[src/rtl/seven_segment_scan_if.sv]
// Bus between a register/CPU side (master) and the seven-segment scan
// controller (slave).
//   load        master->slave  1-cycle strobe that captures value/dp/lz_en
//   value       master->slave  hex nibbles, digit i = value[4i+3:4i]
//   dp          master->slave  decimal point per digit, 1 = lit
//   lz_en       master->slave  leading-zero blanking enable
//   brightness  master->slave  anode on-ticks per 16-tick digit slot
//   busy        slave->master  pending buffer not yet committed
//   frame_done  slave->master  1-cycle pulse at end of frame
//   seg/seg_dp  slave->master  segment pins {a..g}, decimal point pin
//   an          slave->master  anode pins
interface seven_segment_scan_if #(
    parameter int NUM_DIGITS = 8
);
    logic                      load;
    logic [4*NUM_DIGITS-1:0]   value;
    logic [NUM_DIGITS-1:0]     dp;
    logic                      lz_en;
    logic [3:0]                brightness;
    logic                      busy;
    logic                      frame_done;
    logic [6:0]                seg;
    logic                      seg_dp;
    logic [NUM_DIGITS-1:0]     an;

    modport master (
        output load, value, dp, lz_en, brightness,
        input  busy, frame_done, seg, seg_dp, an
    );

    modport slave (
        input  load, value, dp, lz_en, brightness,
        output busy, frame_done, seg, seg_dp, an
    );
endinterface

[src/rtl/seven_segment_scan_controller.sv]
// Time-multiplexed N-digit common-anode 7-segment driver with hex decode,
// per-digit decimal points, 16-level PWM brightness and leading-zero blanking.
// Loads land in a pending buffer and are copied to the active buffer only at
// the end of a frame, so a frame never mixes old and new data.
// Ports:
//   clk    system clock
//   rst_n  asynchronous active-low reset
//   bus    seven_segment_scan_if.slave (load/value/dp/lz_en/brightness in,
//          busy/frame_done/seg/seg_dp/an out; all outputs registered)
module seven_segment_scan_controller #(
    parameter int NUM_DIGITS  = 8,
    parameter int CLK_DIV     = 1024,
    parameter bit SEG_ACT_LOW = 1'b1,
    parameter bit AN_ACT_LOW  = 1'b1
) (
    input  logic                clk,
    input  logic                rst_n,
    seven_segment_scan_if.slave bus
);
    localparam int PW = $clog2(CLK_DIV);
    localparam int DW = (NUM_DIGITS > 1) ? $clog2(NUM_DIGITS) : 1;

    // Pin-level "off" values after polarity is applied.
    localparam logic [6:0]            SEG_OFF = SEG_ACT_LOW ? 7'h7F : 7'h00;
    localparam logic                  DP_OFF  = SEG_ACT_LOW;
    localparam logic [NUM_DIGITS-1:0] AN_OFF  = AN_ACT_LOW ? '1 : '0;

    typedef struct packed {
        logic [NUM_DIGITS-1:0][3:0] nib;
        logic [NUM_DIGITS-1:0]      dp;
        logic                       lz;
    } disp_t;

    function automatic logic [6:0] hex7(input logic [3:0] h);
        case (h)
            4'h0: hex7 = 7'h7E;  4'h1: hex7 = 7'h30;
            4'h2: hex7 = 7'h6D;  4'h3: hex7 = 7'h79;
            4'h4: hex7 = 7'h33;  4'h5: hex7 = 7'h5B;
            4'h6: hex7 = 7'h5F;  4'h7: hex7 = 7'h70;
            4'h8: hex7 = 7'h7F;  4'h9: hex7 = 7'h7B;
            4'hA: hex7 = 7'h77;  4'hB: hex7 = 7'h1F;
            4'hC: hex7 = 7'h4E;  4'hD: hex7 = 7'h3D;
            4'hE: hex7 = 7'h4F;  default: hex7 = 7'h47;
        endcase
    endfunction

    disp_t                 incoming, pending, active;
    logic [PW-1:0]         prescaler;
    logic [3:0]            sub;
    logic [DW-1:0]         digit;
    logic                  tick, frame_end, lit;
    logic [NUM_DIGITS-1:0] blank, hot;
    logic                  upper_nz;

    logic                  busy_q, frame_done_q, seg_dp_q;
    logic [6:0]            seg_q;
    logic [NUM_DIGITS-1:0] an_q;

    assign incoming  = {bus.value, bus.dp, bus.lz_en};
    assign tick      = (prescaler == PW'(CLK_DIV - 1));
    assign frame_end = tick && (sub == 4'hF) && (digit == DW'(NUM_DIGITS - 1));
    assign lit       = (sub < bus.brightness);
    assign hot       = NUM_DIGITS'(1) << digit;

    // Walk from the most significant digit down: a digit is a leading zero
    // while every nibble at or above it is zero. Digit 0 always shows.
    always_comb begin
        upper_nz = 1'b0;
        blank    = '0;
        for (int i = NUM_DIGITS - 1; i >= 0; i--) begin
            upper_nz = upper_nz | (|active.nib[i]);
            blank[i] = (i != 0) && active.lz && !upper_nz;
        end
    end

    always_ff @(posedge clk or negedge rst_n) begin
        if (!rst_n) begin
            prescaler    <= '0;
            sub          <= '0;
            digit        <= '0;
            pending      <= '0;
            active       <= '0;
            busy_q       <= 1'b0;
            frame_done_q <= 1'b0;
            an_q         <= AN_OFF;
            seg_q        <= SEG_OFF;
            seg_dp_q     <= DP_OFF;
        end else begin
            prescaler <= tick ? '0 : prescaler + 1'b1;
            if (tick) begin
                sub <= sub + 1'b1;
                if (sub == 4'hF)
                    digit <= (digit == DW'(NUM_DIGITS - 1)) ? '0 : digit + 1'b1;
            end

            frame_done_q <= frame_end;

            // Commit uses the pending value from before this edge, so a load
            // arriving in the commit cycle stays pending for the next frame.
            if (frame_end && busy_q)
                active <= pending;
            if (bus.load) begin
                pending <= incoming;
                busy_q  <= 1'b1;
            end else if (frame_end) begin
                busy_q  <= 1'b0;
            end

            if (lit) begin
                an_q     <= AN_ACT_LOW ? ~hot : hot;
                seg_q    <= blank[digit] ? SEG_OFF
                          : (SEG_ACT_LOW ? ~hex7(active.nib[digit]) : hex7(active.nib[digit]));
                seg_dp_q <= active.dp[digit] ? ~DP_OFF : DP_OFF;
            end else begin
                an_q     <= AN_OFF;
                seg_q    <= SEG_OFF;
                seg_dp_q <= DP_OFF;
            end
        end
    end

    assign bus.busy       = busy_q;
    assign bus.frame_done = frame_done_q;
    assign bus.an         = an_q;
    assign bus.seg        = seg_q;
    assign bus.seg_dp     = seg_dp_q;
endmodule

[src/flat_wrapper.sv]
// flat-port wrapper written by rule: the top's interface ports become plain ports
module seven_segment_scan_controller_flat 
#(
    parameter int NUM_DIGITS  = 8,
    parameter int CLK_DIV     = 1024,
    parameter bit SEG_ACT_LOW = 1'b1,
    parameter bit AN_ACT_LOW  = 1'b1
)
  (clk, rst_n, bus_load, bus_value, bus_dp, bus_lz_en, bus_brightness, bus_busy, bus_frame_done, bus_seg, bus_seg_dp, bus_an);
  seven_segment_scan_if #(.NUM_DIGITS(NUM_DIGITS)) bus_i ();
  input  logic clk;
  input  logic rst_n;
  input wire logic [$bits(bus_i.load)-1:0] bus_load;
  input wire logic [$bits(bus_i.value)-1:0] bus_value;
  input wire logic [$bits(bus_i.dp)-1:0] bus_dp;
  input wire logic [$bits(bus_i.lz_en)-1:0] bus_lz_en;
  input wire logic [$bits(bus_i.brightness)-1:0] bus_brightness;
  output wire logic [$bits(bus_i.busy)-1:0] bus_busy;
  output wire logic [$bits(bus_i.frame_done)-1:0] bus_frame_done;
  output wire logic [$bits(bus_i.seg)-1:0] bus_seg;
  output wire logic [$bits(bus_i.seg_dp)-1:0] bus_seg_dp;
  output wire logic [$bits(bus_i.an)-1:0] bus_an;
  assign bus_i.load = bus_load;
  assign bus_i.value = bus_value;
  assign bus_i.dp = bus_dp;
  assign bus_i.lz_en = bus_lz_en;
  assign bus_i.brightness = bus_brightness;
  assign bus_busy = bus_i.busy;
  assign bus_frame_done = bus_i.frame_done;
  assign bus_seg = bus_i.seg;
  assign bus_seg_dp = bus_i.seg_dp;
  assign bus_an = bus_i.an;
  seven_segment_scan_controller #(.NUM_DIGITS(NUM_DIGITS), .CLK_DIV(CLK_DIV), .SEG_ACT_LOW(SEG_ACT_LOW), .AN_ACT_LOW(AN_ACT_LOW)) u_core (.clk(clk), .rst_n(rst_n), .bus(bus_i));
endmodule
[config.mk]
export PLATFORM = sky130hd
export DESIGN_NAME = seven_segment_scan_controller_flat
export DESIGN_NICKNAME = d
export VERILOG_FILES = /design/src/rtl/seven_segment_scan_if.sv /design/src/rtl/seven_segment_scan_controller.sv /design/src/flat_wrapper.sv
export SDC_FILE = /design/constraint.sdc
export NUM_CORES = 1
export LEC_CHECK = 0
export ABC_AREA = 1
export BUFFER_PORTS_ARGS = -buffer_cell sky130_fd_sc_hd__buf_2
export CAP_MARGIN = 10
export CORE_ASPECT_RATIO = 0.5
export CORE_MARGIN = 5
export CORE_UTILIZATION = 45
export CTS_CLUSTER_SIZE = 20
export DETAILED_ROUTE_END_ITERATION = 12
export GPL_ROUTABILITY_DRIVEN = 0
export GPL_TIMING_DRIVEN = 0
export PLACE_DENSITY = 0.61
export SKIP_LAST_GASP = 1
export SLEW_MARGIN = 20
export SYNTH_ARGS = -nofsm -noshare
export SYNTH_HDL_FRONTEND = slang
export SYNTH_SLANG_ARGS = --single-unit
[constraint.sdc]
create_clock -name clk -period 4.6 [get_ports clk]
set_input_delay 0 -clock clk [delete_from_list [all_inputs] [get_ports clk]]
set_output_delay 0 -clock clk [all_outputs]
set_load 0.02 [all_outputs]
; ---- After elaboration in Yosys (flattened, before gate mapping)
; Memories as Yosys holds them, arrays and structs flattened.
; Cells that the tools add are included.
[op_classes]
shift = 1
magnitude_cmp = 2
n_eq_ne = 3
bitwise = 8
add_sub_neg = 3
n_reduce_logical = 26
n_mux = 16
[op_table]
columns = cell, n
row1 = $reduce_or 4->1, 7
row2 = $mux 7, 3
row3 = $bmux 4 s3, 1
row4 = $add 10x1->10 const B, 1
row5 = $eq 10x10->1 const B, 1
row6 = $logic_and 1x1->1, 10
row7 = $mux 10, 1
row8 = $mux 8, 1
row9 = $not 8->8, 1
row10 = $shl 1x3->8 const A, 1
row11 = $logic_not 1->1, 7
row12 = $not 7->7, 1
row13 = $bmux 1 s3, 2
row14 = $mux 1, 6
row15 = $or 1x1->1, 6
row16 = $add 4x1->4 const B, 1
row17 = $eq 4x4->1 const B, 1
row18 = $lt 3x4->1 const B, 1
row19 = $lt 4x4->1, 1
row20 = $mux 4, 1
row21 = $add 3x1->3 const B, 1
row22 = $eq 3x3->1 const B, 1
row23 = $mux 3, 1
row24 = $reduce_and 2->1, 1
row25 = $reduce_bool 2->1, 1
[totals]
out_inout_bits = 18
inputBits = 48
elab_cells = 88
rom_bits = 112
mem_count = 1
regBits = 117
[memory_table]
columns = name, depth, width, rd, rd_clocked_by_memory_dff, wr, line_no
row1 = (no name shown), 16, 7, 1, 0, 0, seven_segment_scan_controller.sv:35  ; case (h)

; ---- Longest topological paths before layout
; Gate-level depths: netlist (run 1).
[logic_depth]
word_depth = 13
mapped_depth = 14
mapped_depth_nobuf = 13

; ---- Worst setup path before layout (run 1)
; No wires, ideal clock.
[synth_path]
path_type = register -> register
startpoint = reg u_core.digit[0]
endpoint = reg u_core.seg_q[3] (netlist: u_core.bus.seg[3])
path_stages_with_launch = 14
period_less_slack_ns = 1.855
slack_ns = 2.745
required_ns = 4.504
n_path_buf = 2
arrival_ns = 1.759
setup_time_ns = 0.096
cell_sequence = dfrtp_1 -> buf_2 -> inv_2 -> buf_2 -> nand2_1 -> nand3_1 -> nand3_1 -> nand2_1 -> inv_1 -> ha_1 -> nand3_1 -> nand2_1 -> nand2_1 -> nand3_1
[synth_between]
elab_chain_len = 7
word_cells_on_any_way = 9
cone_classes = 7 x mux / 1 x bitwise / 1 x memory
[synth_rtl]
columns = element, line_no
row1 = from (decl), seven_segment_scan_controller.sv:50  ; logic [DW-1:0] digit;
row2 = from (signal assigned), seven_segment_scan_controller.sv:93  ; digit <= (digit == DW'(NUM_DIGITS - 1)) ? '0 : digit + 1'b1;
row3 = $bmux 4 s3, seven_segment_scan_controller.sv:112  ; : (SEG_ACT_LOW ? ~hex7(active.nib[digit]) : hex7(active.nib[digit]));
row4 = $mux 4 (not written as such), seven_segment_scan_controller.sv:112
row5 = $mem_v2 16x7, n/a
row6 = $mux 7, seven_segment_scan_controller.sv:109  ; if (lit) begin
row7 = $not 7->7, seven_segment_scan_controller.sv:112
row8 = $mux 7 (*), seven_segment_scan_controller.sv:111  ; seg_q <= blank[digit] ? SEG_OFF
row9 = $mux 7 (*), seven_segment_scan_controller.sv:109
row10 = to (signal assigned), seven_segment_scan_controller.sv:111
row11 = to (decl), seven_segment_scan_controller.sv:56  ; logic [6:0] seg_q;
; Mark *: on every way between the ends. The rest lies on a longest branch, timed or not. The select of a mux whose other input is x is not followed.
; A chain may end at the register's enable or synchronous reset.

; ---- Worst setup path after layout (run 1)
[layout_path]
startpoint = reg u_core.digit[0]
endpoint = reg u_core.seg_q[6] (netlist: u_core.bus.seg[6])
; Same word-level chain as after synthesis.

==> impl_metrics.toml, run 1 <==
[routing]
wire_per_inst_um = 13.30
detailedRoute.firstPassIterationCount = 5
routed_via_density = 4.763
routed_wirelength_um = 13320
dr.first_iter.drc_count = 268
drtAntennaViolNets = 0
vias = 4773
route.detailed.drc = 0

[pwr]
vdd.ir_drop.worst_v = 0.0001806
sw_frac_of_total_pct = 22.53
power.leakage_nw = 3.880
post-layout-total-power_mw = 2.467
clock_network_fraction_of_design_power_pct = 51.0
p_int_mw = 1.912
cellPowerDensity_nw_per_um2 = 344.9
p_switching_mw = 0.5558
combinationalPowerShare_pct = 5.0
p_seq_share_pct = 44.0

[yosys]
synth_seq_cells = 117
syn_avg_cell_area_um2 = 8.031
synth.yosys.warnings = 0
syn_area_um2 = 5598
yosysSeqAreaShare_pct = 52.66
syn_nets = 762
synth.top_cell.area_share_pct = 45.15
synth_area_leaders = "dfrtp_1 (45%), nand2_1 (21%), nand3_1 (8.9%)"
netlist.top_cell.by_area = "dfrtp_1"
synth.lib_cells_used.distinct = 30
synthesis.instances = 697

[worst_setup_path]
cp.arrival_ps = 2640
critical_path_required_ps = 4910
worst-path-max-fanout = 11
worst_setup_path_startpoint = "u_core.digit[0]$_DFFE_PN0P_"
rr_startpoint = "u_core.digit[0]$_DFFE_PN0P_"
timing_worst_setup_path_type = "flop to flop"
worst_setup_path_start_kind = "flop"
endpoint_kind = "flop"

[timing]
setup_total_negative_slack_ps = 0
timing.final.setup_violations = 0
fin_worst_skew_ps = 9.390
slew_headroom_pct = 65.90
fin_hold_ws_ps = 66.52
maxClockFrequency_mhz = 429.3
finalHoldViolCount = 0
worst_setup_margin_ps = 2271
unrepaired_setup_endpoints_after_global_routing = "no"
final_max_slew_violation_count = 0
tightest_slew_ps = 511.5
fin_crit_ps = 2329
final.period_utilization_pct = 50.64

[cts]
path_clk_slew_ps = 60
clock_tree.buffer_depth = 2
number_of_cts_inserted_buffers = 17
htreeDepth = 4
ctsRootBufferMaster = "clkbuf_16"
tritoncts_num_sinks = 117
clock_insertion_delay_worst_skew_ps = 410
post_cts_resize_count = 0
cts_tree = "built"

[die]
floorplan.die.width_um = 167.7
core_region_area_um2 = 11980
start_util_pct = 46.72
design.die.area_um2 = 14910
die_y_um = 88.87
core.rowCount = 28
ports_placed_on_the_boundary = 66

[final_layout]
flow.area_growth_from_synthesis_pct = 27.81
final.fill_count = 1119
final-seq-area_um2 = 2948
final-instance-count-excl-fill = 1002
antenna_cells = 0
design.final.nets = 889
multi_input_area_um2 = 2296
post-route-util_pct = 59.71
layout-drive-gt1-share_pct = 16.73
layout.cells.most_common_list = "nand2_1 (306), dfrtp_1 (101), nand3_1 (100), buf_2 (73), inv_1 (49)"
mostFrequentLayoutCell = "nand2_1"
layout.cell_area.non_filler_um2 = 7154

[grt]
grt_max_degree = 76
first_global_vias = 4652
antenna_found_initial = 0
track_usage_pct = 19.53
globalRoute.totalOverflow = 0
grt_first_pass_wirelength_um = 22770

[run_status]
run_status = "finished clean"

[job]
timing.max_cap.violations = 0

[placement]
numPlacedInstances = 927
dpl-instance-area_um2 = 6158
port_buffers = 64
detailedPlace.worstSlack_ps = 2292
place_hpwl_um = 9651

[hold_path]
min-delay-path-class = "input pin to asynchronous set/reset pin"
kinds of logic (layout without fill, tap and decap cells):
family / Yosys count / count (layout) / synth area share [%]
and+or+nand+nor: 455 / 455 / 34.47
AOI/OAI and AO/OA: 19 / 19 / 1.811
DFF: 117 / 117 / 52.66
adders and majority gates: 17 / 17 / 3.800
buffers and inverters: 83 / 223 / 6.325
xor gates and xnor gates: 6 / 6 / 0.9389
layout make-up:
| class | count | share of cell area, % |
|---|---|---|
| flip-flops and latches | 117 | 41.20 |
| multi-input cells | 497 | 32.09 |
| repair buffers | 108 | 10.97 |
| clock buffers | 17 | 5.946 |
| well taps | 165 | 2.886 |
| inverters | 52 | 2.728 |
| plain buffers | 31 | 2.221 |
| clock inverters | 15 | 1.959 |
what timing repair did:
action	in CTS	in global routing
buffers inserted	0	0
hold buffers	43	0
hold endpoints to repair	158	0
state kept, by name (all words and copies together) (netlist names):
register / cells
u_core.active: 41
u_core.pending: 41
u_core.prescaler: 10
u_core.bus.an: 8
u_core.bus.seg: 7
u_core.sub: 4
u_core.digit: 3
u_core.bus.busy: 1
u_core.bus.frame_done: 1
u_core.bus.seg_dp: 1
layer usage:
layer / global-route usage (%) / share of wire, %
met1: 28.13 / 53
met4: 5.523 / 0.99
met2: 29.16 / 41
met3: 5.489 / 5.0
met5: 0 / 0
synthesized netlist by cell type:
| library cell | number |
|---|---|
| xnor2_1 | 3 |
| a21boi_0 | 1 |
| inv_2 | 2 |
| nand3_1 | 100 |
| o21ai_0 | 8 |
| nor2_8 | 1 |
| o21ai_1 | 1 |
| nor2_1 | 27 |
| xor2_1 | 3 |
| dfstp_2 | 16 |
| dfrtp_1 | 101 |
| ha_1 | 17 |
| inv_1 | 49 |
| nor2_4 | 2 |
| a21oi_1 | 8 |
| nand2_4 | 1 |
| nand2_2 | 2 |
| nand4_1 | 4 |
| clkbuf_1 | 17 |
| nor3_1 | 4 |
| buf_6 | 4 |
| nor2_2 | 1 |
| nand2_1 | 306 |
| a22o_1 | 1 |
| or2_2 | 3 |
| buf_2 | 10 |
| nand3b_1 | 2 |
| clkinv_1 | 1 |
| nand4_4 | 1 |
| nor4_1 | 1 |
worst max-delay path, cell delays in order, from the launching register on:
cell	delay, ps
dfrtp_1	400
buf_2	180
inv_2	160
buf_2	290
nand2_1	100
nand3_1	90
nand3_1	80
nand2_1	220
inv_1	120
ha_1	270
nand3_1	120
nand2_1	60
nand2_1	60
nand3_1	80
worst paths after layout:
kind,depth (start not counted),slack (ps),to
max,13,2270,u_core.bus.seg[6]$_DFF_PN1_
min,2,70,u_core.prescaler[0]$_DFF_PN0_
max reg2reg,13,2270,u_core.bus.seg[6]$_DFF_PN1_
min reg2reg,2,470,u_core.pending[6]$_DFFE_PN0P_
max in group asynchronous,3,3830,u_core.pending[12]$_DFFE_PN0P_
min in group clk,4,100,u_core.pending[13]$_DFFE_PN0P_
power groups by stage:
stage / Clock (mW) / Sequential, mW / Combinational (mW)
floorplan: 0 / 1.10 / 0.0402
global placement: 0 / 1.10 / 0.0918
detailed placement: 0 / 1.10 / 0.0976
CTS: 1.28 / 1.09 / 0.125
global route: 1.34 / 1.09 / 0.143
finish: 1.26 / 1.09 / 0.123
Power figures use the tool's default switching activity.
==> inputs of run 2 (changes only) <==
--- a/config.mk
+++ b/config.mk
@@ -5,7 +5,7 @@
 export SDC_FILE = /design/constraint.sdc
 export NUM_CORES = 1
 export LEC_CHECK = 0
-export ABC_AREA = 1
+export ABC_AREA = 0
 export BUFFER_PORTS_ARGS = -buffer_cell sky130_fd_sc_hd__buf_2
 export CAP_MARGIN = 10
 export CORE_ASPECT_RATIO = 0.5
@@ -15,7 +15,7 @@
 export DETAILED_ROUTE_END_ITERATION = 12
 export GPL_ROUTABILITY_DRIVEN = 0
 export GPL_TIMING_DRIVEN = 0
-export PLACE_DENSITY = 0.61
+export PLACE_DENSITY = 0.64
 export SKIP_LAST_GASP = 1
 export SLEW_MARGIN = 20
 export SYNTH_ARGS = -nofsm -noshare
==> constraint.sdc (replaced) <==
create_clock -name clk -period 2.1 [get_ports clk]
set_input_delay 0 -clock clk [delete_from_list [all_inputs] [get_ports clk]]
set_output_delay 0 -clock clk [all_outputs]
set_load 0.02 [all_outputs]
==> run 2 against run 1 <==
  * The flow now finishes with violations (negative setup slack)
  * Hold slack got worse by 32 ps
  * Clock power rose by 150%
  * Maximum frequency grew 6.2%
  * Die area fell by 4.4%
  * Sequential share of layout area fell by 0.71 points
  * Sequential cell count did not move
  * Wire length is 13% lower
  * Critical path type unchanged
  * Largest cell class unchanged
==> impl_metrics.toml, run 2 <==
[run_status]
run_status = "complete, but fails checks"
failed_checks = "negative setup slack"

[worst_setup_path]
path_cells = "ha_2, and3_4, and4_4, nand4_4, nor2_4, nand3_4, buf_6, clkbuf_16, mux2_4"
reg2reg_depth = 9
worst-path-max-fanout = 5
timing_worst_setup_path_type = "flop to flop"
number_of_cells_on_the_critical_path = 9
worst_setup_path_start_kind = "flop"
timing.critical_path.max_delay_family = "simple AND/OR/NAND/NOR gates"
cp_slowest_stage_delay_ps = 370
critical_path_required_ps = 2390
endpoint_kind = "flop"
critical_path.n_buffers_inverters = 2
crit_path_top_delay_cell = "dfrtp_1"
cp.arrival_ps = 2480

[pwr]
sw_frac_of_total_pct = 19.65
p_int_mw = 4.670
p_seq_share_pct = 41.2
post-layout-total-power_mw = 5.812
combinationalPowerShare_pct = 4.9
vdd.ir_drop.worst_v = 0.0005101
power.leakage_nw = 3.500
clock_network_fraction_of_design_power_pct = 54.0
cellPowerDensity_nw_per_um2 = 797.7
p_switching_mw = 1.142

[cts]
htreeDepth = 4
number_of_cts_inserted_buffers = 17
clock_insertion_delay_worst_skew_ps = 410
path_clk_slew_ps = 50
clock_tree.buffer_depth = 2
ctsRootBufferMaster = "clkbuf_16"
cts_tree = "built"
tritoncts_num_sinks = 117

[final_layout]
top_registers = "u_core.active (41), u_core.pending (41), u_core.prescaler (10)"
flow.area_growth_from_synthesis_pct = 36.75
multi_input_area_um2 = 2315
layout.cell_area.non_filler_um2 = 7286
design.final.nets = 578
antenna_cells = 0
layout.cells.most_common_list = "dfrtp_1 (99), buf_2 (64), mux2_2 (43), dlygate4sd3_1 (42), mux2_4 (41)"
layout-drive-gt1-share_pct = 48.29
final.fill_count = 890
mostFrequentLayoutCell = "dfrtp_1"
post-route-util_pct = 62.26
final-seq-area_um2 = 2950

[yosys]
netlist.top_cell.by_area = "dfrtp_1"
synth.lib_cells_used.distinct = 46
ys.flop_type = "dfrtp_1"
synth.cells.most_frequent = "dfrtp_1 (101), mux2_2 (44), mux2_4 (40)"
most_common_cell_in_the_netlist = "dfrtp_1"
synth_seq_cells = 117
synth.top_cell.area_share_pct = 47.44
synth_async_sr_flop_share_pct = 100.0
syn_avg_cell_area_um2 = 14.68
synth_edf_count = 0
yosysSeqAreaShare_pct = 55.33
synth_area_leaders = "dfrtp_1 (47%), mux2_4 (11%), mux2_2 (9.3%)"
syn_nets = 428
synthesis.instances = 363
syn_area_um2 = 5328
synth.yosys.warnings = 0

[die]
start_util_pct = 45.53
floorplan.die.width_um = 163.9
core.rowCount = 28
core_region_area_um2 = 11700
design.die.area_um2 = 14250
ports_placed_on_the_boundary = 66
die_y_um = 86.94

[routing]
wire_per_inst_um = 16.71
routed_wirelength_um = 11550
drtAntennaViolNets = 0
dr.first_iter.drc_count = 203
vias = 3425
route.detailed.drc = 0
routed_via_density = 4.957
detailedRoute.firstPassIterationCount = 4

[timing]
tightest_slew_ps = 746.6
maxClockFrequency_mhz = 456.1
final_max_slew_violation_count = 0
finalHoldViolCount = 0
timing.final.setup_violations = 21
worst_setup_margin_ps = -92.62
fin_worst_skew_ps = 6.213
slew_headroom_pct = 50.23
unrepaired_setup_endpoints_after_global_routing = "yes"
fin_crit_ps = 2193
final.period_utilization_pct = 104.4

[grt]
first_global_vias = 3692
grt_max_degree = 67
globalRoute.totalOverflow = 0
track_usage_pct = 17.45
grt_first_pass_wirelength_um = 19090
antenna_found_initial = 0

[hold_path]
timing.hold.worst_path_depth = 2
min-delay-path-class = "input pin to flop"

[placement]
place_hpwl_um = 7380
port_buffers = 64
dpl-instance-area_um2 = 5891

[job]
timing.max_cap.violations = 0
run 2: power by group through the flow:
stage               clock network [mW]  logic, mW  registers [mW]
floorplan                            0      0.107            2.41
global placement                     0      0.213            2.43
detailed placement                   0      0.226            2.43
CTS                               3.20      0.288            2.39
global route                      3.30      0.316            2.40
finish                            3.14      0.282            2.39
run 2: per-stage QoR:
step | worst slack, ps | TNS, ps | hold slack [ps] | std cells
2_1_floorplan | 65.26 | 0 | -295.6 | 363
3_3_place_gp | -621.7 | -46630 | 232.8 | 592
6_report | -92.62 | -1513 | 34.87 | 691
3_5_place_dp | -504.7 | -6508 | -12.31 | 593
5_1_grt | -166.2 | -4251 | 71.11 | 691
4_1_cts | 3.664 | 0 | 34.38 | 685
run 2: final timing paths:
kind / start / slack, ps / end
min in group asynchronous: rst_n / 110 / u_core.pending[1]$_DFFE_PN0P_
min reg2reg: u_core.pending[30]$_DFFE_PN0P_ / 500 / u_core.active[30]$_DFFE_PN0P_
max reg2reg: u_core.prescaler[0]$_DFF_PN0_ / -90 / u_core.active[10]$_DFFE_PN0P_
max: u_core.prescaler[0]$_DFF_PN0_ / -90 / u_core.active[10]$_DFFE_PN0P_
min: bus_load / 30 / u_core.pending[13]$_DFFE_PN0P_
max in group asynchronous: rst_n / 1270 / u_core.bus.an[5]$_DFF_PN1_
run 2: layout make-up:
class                      instances  share of cell area, %
tap                              165                  2.834
inverter                          10                 0.5667
buffer                            12                  1.494
timing repair buffer             133                  14.05
sequential                       117                  40.49
multi-input combinational        222                  31.77
clock inverter                    10                  2.421
clock buffer                      22                  6.371
run 2: kinds of logic (layout without fill, tap and decap cells):
kind of cell	count (synthesis)	count (layout)	synth area share, %
flops	117	117	55.33
mux	99	99	25.88
simple gates	67	67	7.140
compound gates	29	29	3.500
buf+inv	24	187	2.513
fa+ha+maj	17	17	3.992
xor+xnor	10	10	1.644
run 2: worst reg2reg max path, cell delays in order (launching register included):
cell and delay, ps:
dfrtp_1 370, ha_2 190, and3_4 200, and4_4 240, nand4_4 140, nor2_4 180
nand3_4 140, buf_6 170, clkbuf_16 150, mux2_4 290
run 2: repair_timing:
item	in CTS	in global routing
cloned	1	1
setup endpoints to repair	48	50
setup buffers	17	7
hold endpoints to repair	123	0
pin swaps	3	3
hold buffers	42	0
resized for setup	20	15
run 2: routing by layer:
| metal | vias up | GRT usage [%] | wire length [um] |
|---|---|---|---|
| li1 | 1619 | - | - |
| met1 | 1715 | 25.04 | 5623 |
| met2 | 73 | 26.28 | 5197 |
| met4 | 0 | 6.240 | 156 |
| met5 | - | 0 | 0 |
| met3 | 18 | 3.924 | 574 |
